===== config.mk =====
export PLATFORM = sky130hd
export DESIGN_NAME = wb_seq_ctrl_flat
export DESIGN_NICKNAME = d
export VERILOG_FILES = /design/src/rtl/sisc_wb_pkg.sv /design/src/rtl/wb_seq_ctrl_if.sv /design/src/rtl/wb_seq_ctrl.sv /design/src/flat_wrapper.sv
export SDC_FILE = /design/constraint.sdc
export NUM_CORES = 1
export LEC_CHECK = 0
export CORE_MARGIN = 5
export CORE_UTILIZATION = 39
export CTS_CLUSTER_SIZE = 28
export DETAILED_ROUTE_END_ITERATION = 8
export GPL_ROUTABILITY_DRIVEN = 0
export PLACE_DENSITY = 0.74
export REMOVE_ABC_BUFFERS = 1
export SKIP_CTS_REPAIR_TIMING = 1
export SLEW_MARGIN = 5
export SYNTH_ARGS = -nofsm -noshare
export SYNTH_HDL_FRONTEND = slang
export SYNTH_SLANG_ARGS = --single-unit

===== constraint.sdc =====
create_clock -name clk -period 1.2 [get_ports clk]
set_input_delay 0.18 -clock clk [delete_from_list [all_inputs] [get_ports clk]]
set_output_delay 0.18 -clock clk [all_outputs]
set_load 0.1 [all_outputs]

===== src/rtl/sisc_wb_pkg.sv =====
// Shared write-back types: command codes, mux-select constants, sequencer state encodings.
// No logic, so no latency.
// No backpressure; types only.
package sisc_wb_pkg;

    // Write-back command carried on wb_type
    typedef enum logic [1:0] {
        WB_NONE = 2'd0,
        WB_ALU  = 2'd1,
        WB_MEM  = 2'd2,
        WB_SWAP = 2'd3
    } wb_type_e;

    // Select codes for the 32-bit 4:1 write-back data mux
    localparam logic [1:0] SEL_ALU    = 2'd0;
    localparam logic [1:0] SEL_MEM    = 2'd1;
    localparam logic [1:0] SEL_SWAP_A = 2'd2;
    localparam logic [1:0] SEL_SWAP_B = 2'd3;

    // Sequencer states; SW1 writes swap_b to rd_a, SW2 writes swap_a to rd_b
    typedef enum logic [1:0] {
        ST_IDLE = 2'd0,
        ST_WB   = 2'd1,
        ST_SW1  = 2'd2,
        ST_SW2  = 2'd3
    } wb_state_e;

endpackage


===== src/rtl/wb_seq_ctrl_if.sv =====
// Bundle between control unit, write-back sequencer and register-file write port.
// Wires only, no latency.
// wb_req/wb_ready is a valid-ready handshake; the register-file side has no backpressure.
interface wb_seq_ctrl_if
    import sisc_wb_pkg::*;
#(
    parameter int AW = 4
);
    logic          wb_req;
    logic          wb_ready;
    wb_type_e      wb_type;
    logic [AW-1:0] rd_a;
    logic [AW-1:0] rd_b;
    logic [1:0]    mux_sel;
    logic          rf_we;
    logic [AW-1:0] rf_waddr;
    logic          swap_hold;
    logic          wb_done;

    // Control-unit side: issues commands, observes the write-back outputs
    modport master (
        output wb_req, wb_type, rd_a, rd_b,
        input  wb_ready, mux_sel, rf_we, rf_waddr, swap_hold, wb_done
    );

    // Sequencer side
    modport slave (
        input  wb_req, wb_type, rd_a, rd_b,
        output wb_ready, mux_sel, rf_we, rf_waddr, swap_hold, wb_done
    );
endinterface


===== src/rtl/wb_seq_ctrl.sv =====
// Write-back sequencer: turns ALU/MEM/NONE/SWAP commands into register-file writes and mux selects.
// Latency 1 cycle (command accepted at edge k drives outputs in cycle k+1); SWAP occupies 2 cycles.
// wb_ready drops only in SW1, giving 1 single write per cycle and 1 SWAP per 2 cycles.
module wb_seq_ctrl
    import sisc_wb_pkg::*;
#(
    parameter int AW         = 4,
    parameter bit R0_PROTECT = 1'b1
) (
    input  logic         clk,
    input  logic         rst,
    wb_seq_ctrl_if.slave bus
);

    wb_state_e     state;
    wb_state_e     state_nxt;
    logic          accept;
    logic [AW-1:0] rd_b_q;
    logic [1:0]    mux_sel_q;
    logic          rf_we_q;
    logic [AW-1:0] rf_waddr_q;
    logic          swap_hold_q;
    logic          wb_done_q;

    // A write to R0 is dropped when protection is on; everything else proceeds as usual
    function automatic logic wr_allowed(input logic [AW-1:0] addr);
        return !(R0_PROTECT && (addr == '0));
    endfunction

    // Ready whenever the next cycle is free; SW1 always continues into SW2
    assign bus.wb_ready = !rst && (state != ST_SW1);
    assign accept       = bus.wb_req && bus.wb_ready;

    // Next-state selection
    always_comb begin
        state_nxt = ST_IDLE;
        if (state == ST_SW1) begin
            state_nxt = ST_SW2;
        end else if (accept) begin
            state_nxt = (bus.wb_type == WB_SWAP) ? ST_SW1 : ST_WB;
        end
    end

    // State register plus registered outputs describing the cycle being entered
    always_ff @(posedge clk) begin
        if (rst) begin
            state       <= ST_IDLE;
            rd_b_q      <= '0;
            mux_sel_q   <= SEL_ALU;
            rf_we_q     <= 1'b0;
            rf_waddr_q  <= '0;
            swap_hold_q <= 1'b0;
            wb_done_q   <= 1'b0;
        end else begin
            state <= state_nxt;
            if (state == ST_SW1) begin
                // Second half of SWAP: swap_a goes to the latched rd_b
                mux_sel_q   <= SEL_SWAP_A;
                rf_waddr_q  <= rd_b_q;
                rf_we_q     <= wr_allowed(rd_b_q);
                swap_hold_q <= 1'b1;
                wb_done_q   <= 1'b1;
            end else if (accept && (bus.wb_type == WB_SWAP)) begin
                // First half of SWAP: swap_b goes to rd_a
                rd_b_q      <= bus.rd_b;
                mux_sel_q   <= SEL_SWAP_B;
                rf_waddr_q  <= bus.rd_a;
                rf_we_q     <= wr_allowed(bus.rd_a);
                swap_hold_q <= 1'b1;
                wb_done_q   <= 1'b0;
            end else if (accept) begin
                mux_sel_q   <= (bus.wb_type == WB_MEM) ? SEL_MEM : SEL_ALU;
                rf_waddr_q  <= bus.rd_a;
                rf_we_q     <= (bus.wb_type != WB_NONE) && wr_allowed(bus.rd_a);
                swap_hold_q <= 1'b0;
                wb_done_q   <= 1'b1;
            end else begin
                // Idle: mux_sel and rf_waddr keep their last value
                rf_we_q     <= 1'b0;
                swap_hold_q <= 1'b0;
                wb_done_q   <= 1'b0;
            end
        end
    end

    assign bus.mux_sel   = mux_sel_q;
    assign bus.rf_we     = rf_we_q;
    assign bus.rf_waddr  = rf_waddr_q;
    assign bus.swap_hold = swap_hold_q;
    assign bus.wb_done   = wb_done_q;

endmodule


===== src/flat_wrapper.sv =====
// flat-port wrapper written by rule: the top's interface ports become plain ports
module wb_seq_ctrl_flat import sisc_wb_pkg::*;
#(
    parameter int AW         = 4,
    parameter bit R0_PROTECT = 1'b1
)
  (clk, rst, bus_wb_req, bus_wb_type, bus_rd_a, bus_rd_b, bus_wb_ready, bus_mux_sel, bus_rf_we, bus_rf_waddr, bus_swap_hold, bus_wb_done);
  wb_seq_ctrl_if #(.AW(AW)) bus_i ();
  input  logic clk;
  input  logic rst;
  input wire logic [$bits(bus_i.wb_req)-1:0] bus_wb_req;
  input wire logic [$bits(bus_i.wb_type)-1:0] bus_wb_type;
  input wire logic [$bits(bus_i.rd_a)-1:0] bus_rd_a;
  input wire logic [$bits(bus_i.rd_b)-1:0] bus_rd_b;
  output wire logic [$bits(bus_i.wb_ready)-1:0] bus_wb_ready;
  output wire logic [$bits(bus_i.mux_sel)-1:0] bus_mux_sel;
  output wire logic [$bits(bus_i.rf_we)-1:0] bus_rf_we;
  output wire logic [$bits(bus_i.rf_waddr)-1:0] bus_rf_waddr;
  output wire logic [$bits(bus_i.swap_hold)-1:0] bus_swap_hold;
  output wire logic [$bits(bus_i.wb_done)-1:0] bus_wb_done;
  assign bus_i.wb_req = bus_wb_req;
  assign bus_i.wb_type = bus_wb_type;
  assign bus_i.rd_a = bus_rd_a;
  assign bus_i.rd_b = bus_rd_b;
  assign bus_wb_ready = bus_i.wb_ready;
  assign bus_mux_sel = bus_i.mux_sel;
  assign bus_rf_we = bus_i.rf_we;
  assign bus_rf_waddr = bus_i.rf_waddr;
  assign bus_swap_hold = bus_i.swap_hold;
  assign bus_wb_done = bus_i.wb_done;
  wb_seq_ctrl #(.AW(AW), .R0_PROTECT(R0_PROTECT)) u_core (.clk(clk), .rst(rst), .bus(bus_i));
endmodule

Word level (Yosys, flattened, before mapping) --
Cells that the tools add are included.
Cells by class: equal/unequal tests 4, multiplexer cells 18, bitwise gates (word level) 1, reductions and logical operators 14
Operator list (number):
- 2-bit 2-to-1 mux | 6
- 4-bit 2-to-1 mux | 3
- 1-bit 2-to-1 mux | 9
- 4-bit logical NOT | 2
- 2-bit equality test (second input constant) | 3
- 1-bit logical AND | 4
- 2-bit nonzero test | 2
- 1-bit logical NOT | 3
- 3-bit nonzero test | 1
- 2-bit inequality test (second input constant) | 1
- 2-bit AND reduction | 1
- 2-bit OR reduction | 1
- 1-bit NOT | 1
Word-level totals: flip-flop bits (word level) 15, input port bits 13, output and inout port bits 10, word-level logic and storage cells 45

Depth between registers and ports, before layout --
depth in word-level cells 6, mapped depth 4, gate-level depth less buffers 3

Worst setup path before layout --
No wires, ideal clock.
path kind register to output, start point register, netlist name u_core.bus.wb_done, end point output port bus_wb_ready, arrival 2.469 ns, path slack -1.449 ns, stages on the path, launching flop included 4, buffers on the path 1, cell sequence dfxtp_1 nor2b_1 buf_2 nor2_1
RTL lines:
- end, declared | RTL line flat_wrapper.sv:15 | output wire logic [$bits(bus_i.wb_ready)-1:0] bus_wb_ready;

==> flow_summary.json <==
{
  "outcome": "complete, but fails checks",
  "violations": "negative setup slack",
  "clkTransAtPathRegs_ns": 0.08,
  "diodes": 0,
  "power_density_nw_per_um2": 1190,
  "rsz0062_at_grt": "yes",
  "antenna_found_initial": 0,
  "endpoint": "bus_wb_ready",
  "synth_cell_types": 22,
  "die-area_um2": 2251,
  "placed_area_um2": 939.7,
  "first_pass_iters": 4,
  "yosysMostFrequentCell": "dfxtp_1",
  "timing.rr.end": "u_core.bus.rf_waddr[2]",
  "clock_latency_ns": 0.27,
  "critical-path-slowest-cell": "dfxtp_2",
  "setup_viol": 1,
  "synth_seq_cells": 13,
  "yosysTopAreaCell": "dfxtp_1",
  "drtIter0Drc": 12,
  "root_buffer": "clkbuf_4",
  "netlist_top_cells_count": "13 x dfxtp_1, 6 x nor2_1, 5 x mux2i_1, 5 x nand2_1",
  "max_freq_mhz": 796.7,
  "worst-r2r-cell-count": 4,
  "relSlewSlack": 0.7311,
  "ys.warnings.count": 0,
  "grt_max_degree": 13,
  "final_core_util": 0.7493,
  "synthCells": 59,
  "synth_top_area_frac": 0.4760,
  "rows": 13,
  "finalMaxSlewViolations": 0,
  "ant_nets": 0,
  "via_per_inst": 5.472,
  "reg2reg_from": "u_core.bus.wb_done",
  "grt_first_pass_wirelength_mm": 2.283,
  "wirelength_mm": 1.521,
  "period_share": 1.046,
  "cp_num_buf_inv": 1,
  "ys_seq_area_frac": 0.4760,
  "crit_cells": 3,
  "grt_pass1_vias": 531,
  "worstPathArrival_ns": 1.08,
  "cts_made_buffers": 3,
  "layout.cells.non_filler": 106,
  "grt_overflow": 0,
  "core_area_um2": 1318,
  "hold_violations": 0,
  "worst-path-max-fanout": 3,
  "port_buffers": 22,
  "tightest_slew_ns": 0.3982,
  "syn_avg_cell_area_um2": 9.267,
  "crit_family": "flip-flops",
  "fin_skew_ns": 0.007374,
  "critPathKind": "flop to primary output",
  "ir_drop_mv": 0.8548,
  "synth_edf_count": 0,
  "rrSetupSlack_ns": 0.17,
  "clock_sinks": 13,
  "htree_levels": 1,
  "die_width_um": 47.45,
  "fin_nets": 105,
  "wire_per_inst_um": 14.35,
  "ioPinCount": 23,
  "fp.dieH_um": 47.45,
  "dp_cells": 102,
  "ys.flop_type": "dfxtp_1",
  "cp-startpoint": "u_core.bus.swap_hold",
  "syn2layout_area_growth_pct": 80.55,
  "max_stage_delay_ns": 0.38,
  "drv_cap": 0,
  "drive_gt1_frac": 0.3187,
  "p_leak_uw": 0.0004334,
  "cp.required_ns": 1.02,
  "crit_path_end_kind": "primary output",
  "ys_top_cells_by_area": "dfxtp_1 48%, mux2i_1 9.2%, a211oi_1 5.5%",
  "synth_async_sr_flop_share": 0,
  "period_needed_ns": 1.255,
  "drc": 0,
  "vias": 580,
  "place_hpwl_mm": 1.158,
  "path_cells": "nor2b_4 -> nor2_4 -> buf_12",
  "fin_area_um2": 987.2,
  "worst_slack_ns": -0.05519,
  "ctsLongestPathBuffers": 2,
  "tritoncts": "done",
  "finalPower_uw": 1175,
  "gr-usage-all-layers": 0.1463,
  "start_kind": "flop",
  "min_path_type": "input pin to flop",
  "syn_area_um2": 546.8,
  "dpl_worst_slack_ns": -0.2426,
  "start_util": 0.4150
}
power breakdown:
part	switching (µW)	internal, µW	total [µW]
Sequential	26.9	459	485
Combinational	248	173	421
Clock	145	123	269
cell usage in the layout (no fill, tap or decap):
cell type / n
clkdlybuf4s50_1: 11
nor2_4: 1
nand2b_1: 2
nor2_1: 5
clkbuf_4: 3
nand2_1: 5
a21oi_1: 2
o2111ai_1: 1
nor2b_4: 1
and3_1: 1
o41ai_1: 1
dfxtp_1: 11
clkinv_2: 1
a211oi_1: 4
nand4_1: 4
o211ai_1: 4
a31oi_1: 1
buf_4: 10
dlymetal6s2s_1: 1
inv_1: 1
a21oi_2: 1
or4_1: 1
nand3_1: 1
dfxtp_2: 2
mux2i_1: 5
nor3_1: 1
buf_12: 10
registers in the layout (all words and copies together), names as in the netlist:
| name | flops |
|---|---|
| u_core.rd_b_q | 4 |
| u_core.bus.rf_waddr | 4 |
| u_core.bus.swap_hold | 1 |
| u_core.bus.rf_we | 1 |
| u_core.bus.mux_sel | 2 |
| u_core.bus.wb_done | 1 |
cells by family after synthesis:
| group | after synthesis | synth area share |
|---|---|---|
| simple gates | 22 | 0.1991 |
| compound gates | 14 | 0.1877 |
| flops | 13 | 0.4760 |
| mux | 5 | 0.09154 |
| buf+inv | 5 | 0.04576 |
how the worst min path moves through the flow:
stage               depth (start not counted)             start  slack, ns                  to
floorplan                                   1               rst       0.24    u_core.bus.rf_we
global placement                            2  u_core.rd_b_q[2]       0.50    u_core.rd_b_q[2]
detailed placement                          2  u_core.rd_b_q[3]       0.50    u_core.rd_b_q[3]
CTS                                         3       bus_rd_b[2]       0.44    u_core.rd_b_q[2]
global route                                3               rst       0.37  u_core.bus.wb_done
finish                                      3               rst       0.36  u_core.bus.wb_done
metrics by stage:
stage / TNS, ns / hold WS (ns)
3_5_place_dp: -1.360 / 0.5021
5_1_grt: -0.09162 / 0.3738
3_3_place_gp: -1.248 / 0.4985
6_report: -0.05519 / 0.3606
4_1_cts: -0.1294 / 0.4447
2_1_floorplan: -8.108 / 0.2424
tightest hold or removal path, delay by kind of cell:
family                 cells  cell delay (ns)
buffers and inverters      2             0.38
AND/OR/NAND/NOR            1             0.04
per-layer routing:
metal / up-vias / track usage / wire length, µm
met2: 27 / 0.2219 / 728
li1: 280 / - / -
met1: 269 / 0.1758 / 626
met5: - / 0 / 0
met4: 0 / 0.1050 / 38
met3: 4 / 0.04135 / 128
cell type report:
cell class                 count  area, µm²
timing repair buffer          32      397.9
fill                          88      330.3
multi-input combinational     41      276.5
sequential                    13      262.8
clock buffer                   3      22.52
tap                           15      18.77
clock inverter                 1      5.005
inverter                       1      3.754
No activity file was read; power rests on OpenSTA's default activity.
